===== src/rtl/seq_loop_pkg.sv =====
// seq_loop_pkg: shared loop-state enum, default parameters and packed-port slice helper
package seq_loop_pkg;
  typedef enum logic [1:0] {IDLE, RUN, EXITED} loop_state_e;
  localparam int DEF_FSM_WIDTH = 2;
  localparam int DEF_NUM_LOOPS = 4;
  localparam int DEF_NUM_POST = 5;
  localparam int DEF_CNT_WIDTH = 16;
  localparam int DEF_STALL_LIMIT = 1024;
  function automatic int unsigned slice_lo(input int unsigned idx, input int unsigned width);
    return idx * width;
  endfunction
endpackage


===== src/rtl/seq_loop_tracker.sv =====
// seq_loop_tracker: one loop's sequencing FSM, iteration counter and sticky error flags
module seq_loop_tracker import seq_loop_pkg::*; #(
  parameter int FSM_WIDTH = DEF_FSM_WIDTH,
  parameter int NUM_POST = DEF_NUM_POST,
  parameter int CNT_WIDTH = DEF_CNT_WIDTH
) (
  input  logic                          clock,
  input  logic                          reset,
  input  logic                          en,
  input  logic                          finish,
  input  logic [FSM_WIDTH-1:0]          cur_state,
  input  logic [FSM_WIDTH-1:0]          start_state,
  input  logic [FSM_WIDTH-1:0]          end_state,
  input  logic [FSM_WIDTH-1:0]          quit_state,
  input  logic [NUM_POST*FSM_WIDTH-1:0] post_state,
  input  logic [NUM_POST-1:0]           post_valid,
  output logic                          active,
  output logic                          iter_done,
  output logic                          loop_exit,
  output logic [CNT_WIDTH-1:0]          iter_count,
  output logic                          err_bypass,
  output logic                          err_unterm
);
  loop_state_e state, state_nxt;
  logic run, enter, quit_ev, iter_ev, post_hit;
  always_comb begin
    post_hit = 1'b0;
    for (int j = 0; j < NUM_POST; j++)
      post_hit = post_hit | (post_valid[j] && post_state[slice_lo(j, FSM_WIDTH) +: FSM_WIDTH] == cur_state);
    run = state == RUN;
    enter = en && !finish && !run && cur_state == start_state;
    quit_ev = en && run && cur_state == quit_state;
    // a one-state loop counts its entry cycle as an iteration too
    iter_ev = en && cur_state == end_state && (enter || (run && !quit_ev));
    state_nxt = (!en || finish) ? IDLE : quit_ev ? EXITED : enter ? RUN : state;
  end
  assign active = run;
  always_ff @(posedge clock or negedge reset)
    if (!reset) state <= IDLE;
    else state <= state_nxt;
  always_ff @(posedge clock or negedge reset)
    if (!reset) begin
      iter_done <= 1'b0;
      loop_exit <= 1'b0;
      iter_count <= '0;
      err_bypass <= 1'b0;
      err_unterm <= 1'b0;
    end else begin
      iter_done <= iter_ev;
      loop_exit <= quit_ev;
      iter_count <= enter ? CNT_WIDTH'(iter_ev) :
                    (iter_ev && ~&iter_count) ? iter_count + CNT_WIDTH'(1) : iter_count;
      err_bypass <= err_bypass | (en && run && !quit_ev && post_hit);
      err_unterm <= err_unterm | (finish && run && !quit_ev);
    end
endmodule


===== src/rtl/seq_loop_monitor.sv =====
// seq_loop_monitor: multi-loop HLS FSM sequencing monitor; SEQ_LOOP_STALL_CHECK_EN builds the stall detector
module seq_loop_monitor import seq_loop_pkg::*; #(
  parameter int FSM_WIDTH = DEF_FSM_WIDTH,
  parameter int NUM_LOOPS = DEF_NUM_LOOPS,
  parameter int NUM_POST = DEF_NUM_POST,
  parameter int CNT_WIDTH = DEF_CNT_WIDTH,
  parameter int STALL_LIMIT = DEF_STALL_LIMIT
) (
  input  logic                                    clock,
  input  logic                                    reset,
  input  logic [FSM_WIDTH-1:0]                    cur_state,
  input  logic                                    finish,
  input  logic [NUM_LOOPS*FSM_WIDTH-1:0]          iter_start_state,
  input  logic [NUM_LOOPS*FSM_WIDTH-1:0]          iter_end_state,
  input  logic [NUM_LOOPS*FSM_WIDTH-1:0]          quit_state,
  input  logic [NUM_LOOPS*NUM_POST*FSM_WIDTH-1:0] post_state,
  input  logic [NUM_LOOPS*NUM_POST-1:0]           post_valid,
  input  logic [NUM_LOOPS-1:0]                    loop_en,
  output logic [NUM_LOOPS-1:0]                    loop_active,
  output logic [NUM_LOOPS-1:0]                    iter_done,
  output logic [NUM_LOOPS-1:0]                    loop_exit,
  output logic [NUM_LOOPS*CNT_WIDTH-1:0]          iter_count,
  output logic [NUM_LOOPS-1:0]                    err_bypass,
  output logic [NUM_LOOPS-1:0]                    err_unterm,
  output logic                                    stall,
  output logic                                    done
);
  for (genvar i = 0; i < NUM_LOOPS; i++) begin : g_loop
    seq_loop_tracker #(
      .FSM_WIDTH(FSM_WIDTH),
      .NUM_POST(NUM_POST),
      .CNT_WIDTH(CNT_WIDTH)
    ) u_trk (
      .clock(clock),
      .reset(reset),
      .en(loop_en[i]),
      .finish(finish),
      .cur_state(cur_state),
      .start_state(iter_start_state[slice_lo(i, FSM_WIDTH) +: FSM_WIDTH]),
      .end_state(iter_end_state[slice_lo(i, FSM_WIDTH) +: FSM_WIDTH]),
      .quit_state(quit_state[slice_lo(i, FSM_WIDTH) +: FSM_WIDTH]),
      .post_state(post_state[slice_lo(i, NUM_POST * FSM_WIDTH) +: NUM_POST * FSM_WIDTH]),
      .post_valid(post_valid[slice_lo(i, NUM_POST) +: NUM_POST]),
      .active(loop_active[i]),
      .iter_done(iter_done[i]),
      .loop_exit(loop_exit[i]),
      .iter_count(iter_count[slice_lo(i, CNT_WIDTH) +: CNT_WIDTH]),
      .err_bypass(err_bypass[i]),
      .err_unterm(err_unterm[i])
    );
  end
  always_ff @(posedge clock or negedge reset)
    if (!reset) done <= 1'b0;
    else done <= finish;
`ifdef SEQ_LOOP_STALL_CHECK_EN
  localparam int SW = $clog2(STALL_LIMIT + 1);
  logic [FSM_WIDTH-1:0] prev_state;
  logic [SW-1:0] run_len, run_nxt;
  logic hold_ok, counting;
  always_comb begin
    hold_ok = 1'b0;
    // a one-state loop legitimately parks in its body state
    for (int k = 0; k < NUM_LOOPS; k++)
      hold_ok = hold_ok | (loop_active[k] &&
        iter_start_state[slice_lo(k, FSM_WIDTH) +: FSM_WIDTH] == iter_end_state[slice_lo(k, FSM_WIDTH) +: FSM_WIDTH] &&
        cur_state == iter_start_state[slice_lo(k, FSM_WIDTH) +: FSM_WIDTH]);
    counting = |loop_active && !hold_ok;
    run_nxt = !counting ? '0 : cur_state != prev_state ? SW'(1) :
              run_len == SW'(STALL_LIMIT) ? run_len : run_len + SW'(1);
  end
  always_ff @(posedge clock or negedge reset)
    if (!reset) begin
      prev_state <= '0;
      run_len <= '0;
      stall <= 1'b0;
    end else begin
      prev_state <= cur_state;
      run_len <= run_nxt;
      stall <= stall | (run_nxt == SW'(STALL_LIMIT));
    end
`else
  assign stall = 1'b0;
`endif
endmodule

===== config.mk =====
export PLATFORM = sky130hd
export DESIGN_NAME = seq_loop_monitor
export DESIGN_NICKNAME = d
export VERILOG_FILES = /design/src/rtl/seq_loop_pkg.sv /design/src/rtl/seq_loop_tracker.sv /design/src/rtl/seq_loop_monitor.sv
export SDC_FILE = /design/constraint.sdc
export NUM_CORES = 1
export LEC_CHECK = 0
export CAP_MARGIN = 20
export CORE_MARGIN = 2
export CORE_UTILIZATION = 40
export CTS_CLUSTER_SIZE = 8
export DETAILED_ROUTE_END_ITERATION = 8
export PLACE_DENSITY = 0.69
export SLEW_MARGIN = 20
export SYNTH_ARGS = -nofsm -noshare
export SYNTH_HDL_FRONTEND = slang
export SYNTH_SLANG_ARGS = --single-unit

===== constraint.sdc =====
create_clock -name clock -period 5 [get_ports clock]
set_clock_uncertainty 0.05 [all_clocks]
set_input_delay 0.75 -clock clock [delete_from_list [all_inputs] [get_ports clock]]
set_output_delay 0.75 -clock clock [all_outputs]
set_load 0.05 [all_outputs]

==> run summary, run 1 <==
==================================================================================
GRT Total Usage .....................................................        0.206
GPL Wtd Cong ........................................................        0.875
Net total in the final layout .......................................          846
Top fanout value on the critical path ...............................           32
Critical path's most frequent cell .................................. sky130_fd_sc_hd__a21oi_1
Data arrival time of the critical path ..............................      3.17 ns
Mean area per synthesized cell ......................................     9.11 µm²
Remaining global-route overflow .....................................            0
Worst slew margin ...................................................        0.335
Area enclosed by the die boundary ...................................   14,700 µm²
Maximum clock path buffer count .....................................            2
Buffers added on ports ..............................................          177
Number of global-route vias before repair ...........................        4,847
Relative area change from synthesis to final layout .................        37.5%
P_leak ..............................................................      3.02 nW
Synth Cell Area .....................................................     5480 µm²
TritonCTS clock tree ................................................         done
Synth cell types ....................................................           56
Cts bufs inserted ...................................................            9
Summed negative setup slack over all endpoints ......................         0 ns
Number of antenna violations at the first check in global routing ...            0
Post-cts sizing count ...............................................            0
Routed Antenna Nets .................................................            0
Worst supply voltage drop on vdd ....................................       175 µV
Time the worst path needs with I/O delays and setup .................      2.96 ns
RSZ-0062 raised after global routing ................................        false
Number of DRC markers after the initial detailed-route iteration ....          375
Number of enable flip-flop cells after synthesis ....................            0
Power density over cell area ........................................   258 nW/µm²
Number of ports placed on the die boundary ..........................          179
Buffer count from post-CTS setup fixing .............................            0
Fillers .............................................................        1,233
First-pass GRT wire length ..........................................    24,000 µm
Count of unresolved DRC violations after routing ....................            0
Vias per inst .......................................................         5.56
Worst Path Buf+Inv ..................................................            1
Post-synthesis async set-or-reset flop share ........................         1.00
WL met1 .............................................................      6720 µm
Clock transition at path regs .......................................      0.06 ns
Effective utilization at floorplan ..................................        0.412
Rows ................................................................           42
Met3 routed WL ......................................................       969 µm
Total nets after synthesis ..........................................          699
Setup CP Type .......................................................       in2reg
Kind of start point of the critical path ............................    input pin
H-tree levels .......................................................            3
Total of warnings raised by yosys ...................................            0
Number of standard cells in the final layout excluding fillers ......          930
Share of final-layout standard cells stronger than drive strength 1 .       0.0424
Synthesized instance count ..........................................          602
Max cap viols .......................................................            0
Met2 Routed Length ..................................................      7310 µm
Post-DP HPWL ........................................................    11,300 µm
Highest achievable clock rate .......................................      338 MHz
Detailed-routing iteration count for the pre-antenna-repair pass ....            5
Die extent in x .....................................................       121 µm
Top Layer Used ......................................................         met4
Largest net degree at the start of global routing ...................           57
Final period utilization ............................................        0.592
Post-layout power ...................................................      1.94 mW
Clock tree sinks ....................................................           89
Endpoints failing setup .............................................            0
Sequential-to-total area share from yosys stat ......................        0.406
Root buf cell ....................................................... sky130_fd_sc_hd__clkbuf_16
Maximum cell stage delay along the critical path ....................      0.74 ns
Critical path's top delay family .................................... simple AND/OR/NAND/NOR gates
Drt total wl ........................................................    15,200 µm
Y dimension of the die ..............................................       121 µm
Antenna Diode Count .................................................            0
Average routed wire per standard cell ...............................      16.4 µm
Result of the run ................................................... finished, final reports clean
Count of placed standard cells including taps .......................          914
Critical-path cell with the highest stage delay ..................... sky130_fd_sc_hd__buf_2
Critical Path RT ....................................................      5.21 ns
Number of hold-repair buffers added at the cts stage ................            0
Worst setup EP type .................................................    flip-flop
Commonest register cell after synthesis ............................. sky130_fd_sc_hd__dfrtp_1
Worst-Skew Late Latency .............................................      0.34 ns
Hold crit path type .................................................     in2async
Total number of vias ................................................        5,171
Count of pins over their slew limit .................................            0
Placeable Area ......................................................   13,300 µm²
Slew @ Worst Pin ....................................................     0.997 ns
Number of hold-slack violations in the final timing report ..........            0
Cells along the critical path ....................................... buf_2, xnor2_1, a21oi_1, nand2_1, or4_1, a21oi_1
Number of synthesized register bits .................................           89
==================================================================================
==> where the power goes <==
group / total [mW] / switching (mW) / internal [mW]
registers: 0.783 / 0.0301 / 0.753
logic: 0.423 / 0.239 / 0.184
clock network: 0.738 / 0.287 / 0.451
==> kinds of logic after synthesis <==
logic type,synth area share
xor+xnor,0.108
simple gates,0.253
fa+ha+maj,0.00913
flops,0.406
buf+inv,0.0593
other cells,0.000684
compound gates,0.149
mux,0.0146
==> path summary, 6_finish.rpt <==
check / startpoint / to / slack (ns) / depth (start not counted)
max: cur_state[0] / g_loop[3].u_trk.iter_count[7] / 2.04 / 6
min: reset / g_loop[0].u_trk.iter_count[3] / 0.30 / 1
max reg2reg: g_loop[1].u_trk.iter_count[0] / g_loop[1].u_trk.iter_count[3] / 2.60 / 6
min reg2reg: g_loop[1].u_trk.err_unterm / g_loop[1].u_trk.err_unterm / 0.42 / 1
max in group asynchronous: reset / g_loop[1].u_trk.iter_done / 3.51 / 2
min in group clock: g_loop[1].u_trk.err_unterm / g_loop[1].u_trk.err_unterm / 0.42 / 1
==> Yosys cell counts (3+ instances only) <==
library cell               instances  area share
sky130_fd_sc_hd__nor3_1           13       0.012
sky130_fd_sc_hd__o211ai_1         12       0.016
sky130_fd_sc_hd__nand3_1          49       0.045
sky130_fd_sc_hd__or3_1            14       0.016
sky130_fd_sc_hd__xnor2_1          51       0.081
sky130_fd_sc_hd__nor2_1           25       0.017
sky130_fd_sc_hd__clkbuf_1         12      0.0082
sky130_fd_sc_hd__nand3b_1          4      0.0055
sky130_fd_sc_hd__and4_1            4      0.0064
sky130_fd_sc_hd__nor4b_1           3      0.0048
sky130_fd_sc_hd__nor2b_1           7      0.0080
sky130_fd_sc_hd__o21bai_1          3      0.0041
sky130_fd_sc_hd__buf_2             8      0.0073
sky130_fd_sc_hd__a211o_1           4      0.0064
sky130_fd_sc_hd__a31o_2            4      0.0064
sky130_fd_sc_hd__nand2b_1          7      0.0080
sky130_fd_sc_hd__and3_1           16       0.018
sky130_fd_sc_hd__nor4_1            9       0.010
sky130_fd_sc_hd__or4_1            16       0.022
sky130_fd_sc_hd__a221o_1           8       0.015
sky130_fd_sc_hd__ha_1              4      0.0091
sky130_fd_sc_hd__nand4_1          22       0.025
sky130_fd_sc_hd__and2_1            6      0.0068
sky130_fd_sc_hd__a21oi_1          29       0.026
sky130_fd_sc_hd__dfrtp_1          89        0.41
sky130_fd_sc_hd__o21ai_0          20       0.018
sky130_fd_sc_hd__xor2_1           13       0.021
sky130_fd_sc_hd__a21o_1            4      0.0055
sky130_fd_sc_hd__o31ai_1          11       0.015
sky130_fd_sc_hd__a31oi_1           5      0.0057
sky130_fd_sc_hd__buf_4            24       0.033
sky130_fd_sc_hd__inv_1            12      0.0082
sky130_fd_sc_hd__nand2_1          57       0.039
sky130_fd_sc_hd__mux2i_1           8       0.015
==> worst register-to-register path, cell delays in order, from the launching register on <==
cell and delay, ns:
sky130_fd_sc_hd__dfrtp_1 0.41, sky130_fd_sc_hd__ha_1 0.19, sky130_fd_sc_hd__nand3_1 0.13, sky130_fd_sc_hd__or4_1 0.59, sky130_fd_sc_hd__o211ai_2 0.57, sky130_fd_sc_hd__nand2b_1 0.21, sky130_fd_sc_hd__mux2i_1 0.17
==> per-stage QoR <==
| step | cell area [µm²] | hold slack (ns) | worst slack [ns] | utilization |
|---|---|---|---|---|
| finish | 7540 | 0.304 | 2.04 | 0.567 |
| detailed placement | 7220 | 0.412 | 1.66 | 0.543 |
| floorplan | 5480 | 0.379 | 2.51 | - |
| global placement | 7220 | 0.402 | 1.77 | 0.543 |
| global route | 7540 | 0.325 | 1.79 | 0.567 |
| CTS | 7540 | 0.316 | 2.03 | 0.567 |
==> area by class of cell <==
type                    instances  area [µm²]  area share
clock buffers                  11         243      0.0322
multi-input cells             455        2930       0.389
inverters                      12        45.0     0.00597
repair buffers                182        1800       0.238
well taps                     176         220      0.0292
flip-flops and latches         89        2230       0.295
clock inverters                 5        78.8      0.0105
==> registers in the layout, indices dropped and copies added, names as in the netlist <==
signal and cells:
g_loop.u_trk.iter_count 64, g_loop.u_trk.iter_done 4, done 1, g_loop.u_trk.err_bypass 4, g_loop.u_trk.err_unterm 4, g_loop.u_trk.loop_exit 4, g_loop.u_trk.state 8
==> metal layers <==
metal,track usage,vias to the layer above
met4,0.0676,0
met2,0.334,165
met1,0.273,2495
met3,0.0432,16
met5,0,-
li1,-,2495
==> cell usage in the layout, fill, tap and decap left out, types with 11 or more instances in the layout <==
master / Yosys / layout
sky130_fd_sc_hd__nor2_1: 25 / 25
sky130_fd_sc_hd__dfrtp_1: 89 / 89
sky130_fd_sc_hd__nand4_1: 22 / 22
sky130_fd_sc_hd__nor3_1: 13 / 13
sky130_fd_sc_hd__o211ai_1: 12 / 12
sky130_fd_sc_hd__or4_1: 16 / 16
sky130_fd_sc_hd__nand2_1: 57 / 57
sky130_fd_sc_hd__o31ai_1: 11 / 11
sky130_fd_sc_hd__nand3_1: 49 / 49
sky130_fd_sc_hd__xnor2_1: 51 / 51
sky130_fd_sc_hd__xor2_1: 13 / 13
sky130_fd_sc_hd__or3_1: 14 / 14
sky130_fd_sc_hd__and3_1: 16 / 16
sky130_fd_sc_hd__inv_1: 12 / 12
sky130_fd_sc_hd__o21ai_0: 20 / 20
sky130_fd_sc_hd__a21oi_1: 29 / 29
sky130_fd_sc_hd__clkdlybuf4s50_1: 0 / 174
Note: power is estimated with default switching activity, not from simulation.
==> run 2, diff against run 1 <==
- PLACE_DENSITY: 0.69 -> 0.72
- clock period: 5 -> 2.6 ns (I/O delays scaled with it)
==> run 2 against run 1 <==
- combinational power up 97%
- routed wire length increased by 5.7%
- highest routed layer unchanged
- count of clock-buffer cells in the layout is 2 higher
- clock power rose by 65%
- worst hold slack gained 0.12 ns
- core utilization up 1.1 points
- total power grew 83%
- critical path type is now reg2reg
- die area unchanged
- final cell count rose by 2.3%
- sequential power grew 93%
==> run summary, run 2 (synthesized netlist as in run 1, its figures left out) <==
==================================================================================
Result of the run ................................................... finished, final reports clean
P_leak ..............................................................      3.11 nW   +3.0%
Drt total wl ........................................................    16,100 µm   +5.7%
Most common library cell in the layout ignoring fill and taps ....... sky130_fd_sc_hd__clkdlybuf4s50_1
Relative area change from synthesis to final layout .................        40.3%
Hold crit path type .................................................      reg2reg
Fin Hold WS .........................................................     0.421 ns   +0.117 ns
Antenna Diode Count .................................................            0   unchanged
Top fanout value on the critical path ...............................           10   -69%
Critical Path RT ....................................................      2.82 ns   -2.39 ns
Post-DP HPWL ........................................................    12,200 µm   +8.7%
Max FFs per register ................................................           64   unchanged
Summed negative setup slack over all endpoints ......................         0 ns   unchanged
Worst slew margin ...................................................        0.634   +0.299
Setup CP Type .......................................................      reg2reg
Slew @ Worst Pin ....................................................     0.544 ns   -0.453 ns
Effective utilization at floorplan ..................................        0.412   unchanged
Largest net degree at the start of global routing ...................           54   -5.3%
Final period utilization ............................................        0.923
Worst-Skew Late Latency .............................................      0.35 ns   about the same
Number of antenna violations at the first check in global routing ...            0   unchanged
TritonCTS clock tree ................................................         done
Commonest cells after routing, fill and taps aside .................. 174 x sky130_fd_sc_hd__clkdlybuf4s50_1, 89 x sky130_fd_sc_hd__dfrtp_1, 57 x sky130_fd_sc_hd__nand2_1
Leading registers by flop count ..................................... g_loop.u_trk.iter_count (64), g_loop.u_trk.state (8)
Detailed-routing iteration count for the pre-antenna-repair pass ....            5   unchanged
Data arrival time of the critical path ..............................      2.62 ns   -0.55 ns
Placeable Area ......................................................   13,300 µm²   unchanged
Y dimension of the die ..............................................       121 µm   unchanged
Max cap viols .......................................................            0   unchanged
Area enclosed by the die boundary ...................................   14,700 µm²   unchanged
Kind of start point of the critical path ............................    flip-flop
Power density over cell area ........................................   463 nW/µm²   +80%
Remaining global-route overflow .....................................            0   unchanged
Vias per inst .......................................................         5.61   +0.82%
GPL Wtd Cong ........................................................        0.910   +4.0%
Worst supply voltage drop on vdd ....................................       258 µV   +48%
Clock tree sinks ....................................................           89   unchanged
Number of ports placed on the die boundary ..........................          179   unchanged
Count of pins over their slew limit .................................            0   unchanged
Clock transition at path regs .......................................      0.06 ns   about the same
Number of standard cells in the final layout excluding fillers ......          951   +2.3%
GRT Total Usage .....................................................        0.227   +0.0214
Internal reg-to-reg setup slack .....................................      0.20 ns   -2.40 ns
Average routed wire per standard cell ...............................      16.9 µm   +3.3%
Worst setup EP type .................................................    flip-flop
Endpoints failing setup .............................................            0   unchanged
Storage cell area ...................................................     2230 µm²   unchanged
Die extent in x .....................................................       121 µm   unchanged
Fillers .............................................................        1,170   -5.1%
Net total in the final layout .......................................          870   +2.8%
Cts bufs inserted ...................................................            9   unchanged
RSZ-0062 raised after global routing ................................        false
Number of global-route vias before repair ...........................        5,274   +8.8%
Buffer count from post-CTS setup fixing .............................            0   unchanged
Maximum clock path buffer count .....................................            2   unchanged
Share of final-layout standard cells stronger than drive strength 1 .       0.0684   +0.0259
Rows ................................................................           42   unchanged
Count of placed standard cells including taps .......................          937   +2.5%
Root buf cell ....................................................... sky130_fd_sc_hd__clkbuf_16
Time the worst path needs with I/O delays and setup .................      2.40 ns
First-pass GRT wire length ..........................................    26,500 µm   +10%
Number of hold-slack violations in the final timing report ..........            0   unchanged
Reg with most FFs ................................................... g_loop.u_trk.iter_count
Routed Antenna Nets .................................................            0   unchanged
Highest achievable clock rate .......................................      417 MHz
Total area of multi-input combinational cells .......................     2940 µm²   +0.21%
Count of unresolved DRC violations after routing ....................            0   unchanged
Total number of vias ................................................        5,331   +3.1%
H-tree levels .......................................................            3   unchanged
Number of DRC markers after the initial detailed-route iteration ....          435   +16%
Buffers added on ports ..............................................          177   unchanged
==================================================================================
## run 2: cell types whose count changed in the layout (fill, tap and decap cells not counted), sizes merged
cell and change:
bufinv -2, buf +23, dlygate4sd3 +1, clkbuf +2
clkinv -3
## run 2: report_power, final
part	switching, mW	internal (mW)	total (mW)
logic	0.465	0.369	0.835
registers	0.0621	1.45	1.51
clock network	0.508	0.710	1.22
total	1.04	2.53	3.56
## run 2: what timing repair did
| action | 4_1_cts | 5_1_grt |
|---|---|---|
| resized for setup | 0 | 1 |
| setup endpoints to repair | 0 | 5 |
| hold buffers | 1 | 0 |
| endpoints found under the hold margin | 36 | 0 |
## run 2: area by class of cell
type,count,area share
clock buffers,13,0.0351
inverters,12,0.00586
multi-input cells,455,0.382
flip-flops and latches,89,0.290
well taps,176,0.0286
repair buffers,206,0.259
## run 2: stage by stage
stage               setup slack, ns  area (µm²)  utilization  power [mW]
floorplan                     0.177        5480            -        2.04
global placement              0.104        7400        0.557        2.36
detailed placement           0.0585        7400        0.557        2.37
CTS                           0.105        7680        0.578        3.60
global route                 0.0234        7690        0.578        3.73
finish                        0.201        7690        0.578        3.56
## run 2: path summary, 6_finish.rpt
check	start	endpoint	cells past startpoint
worst max-delay path	g_loop[1].u_trk.iter_count[0]	g_loop[1].u_trk.iter_count[3]	7
worst max register to register	g_loop[1].u_trk.iter_count[0]	g_loop[1].u_trk.iter_count[3]	7
worst min register to register	g_loop[3].u_trk.err_bypass	g_loop[3].u_trk.err_bypass	1
worst min-delay path	g_loop[3].u_trk.err_bypass	g_loop[3].u_trk.err_bypass	1
max in group asynchronous	reset	g_loop[3].u_trk.err_bypass	3
min in group asynchronous	reset	g_loop[3].u_trk.iter_count[5]	2
## run 2: routing by layer
layer  track usage  share of wire  vias up
met4        0.0894          0.021        0
li1              -              -     2540
met3        0.0442          0.057       32
met1         0.301           0.44     2571
met5             0              0        -
met2         0.365           0.48      188
## run 2: critical path, stage by stage (launching register included)
cell and delay [ns]:
sky130_fd_sc_hd__dfrtp_1 0.43, sky130_fd_sc_hd__ha_1 0.20, sky130_fd_sc_hd__nand3_1 0.14, sky130_fd_sc_hd__or4_1 0.61
sky130_fd_sc_hd__o211ai_2 0.36, sky130_fd_sc_hd__buf_4 0.24, sky130_fd_sc_hd__nand2b_1 0.13, sky130_fd_sc_hd__mux2i_1 0.17
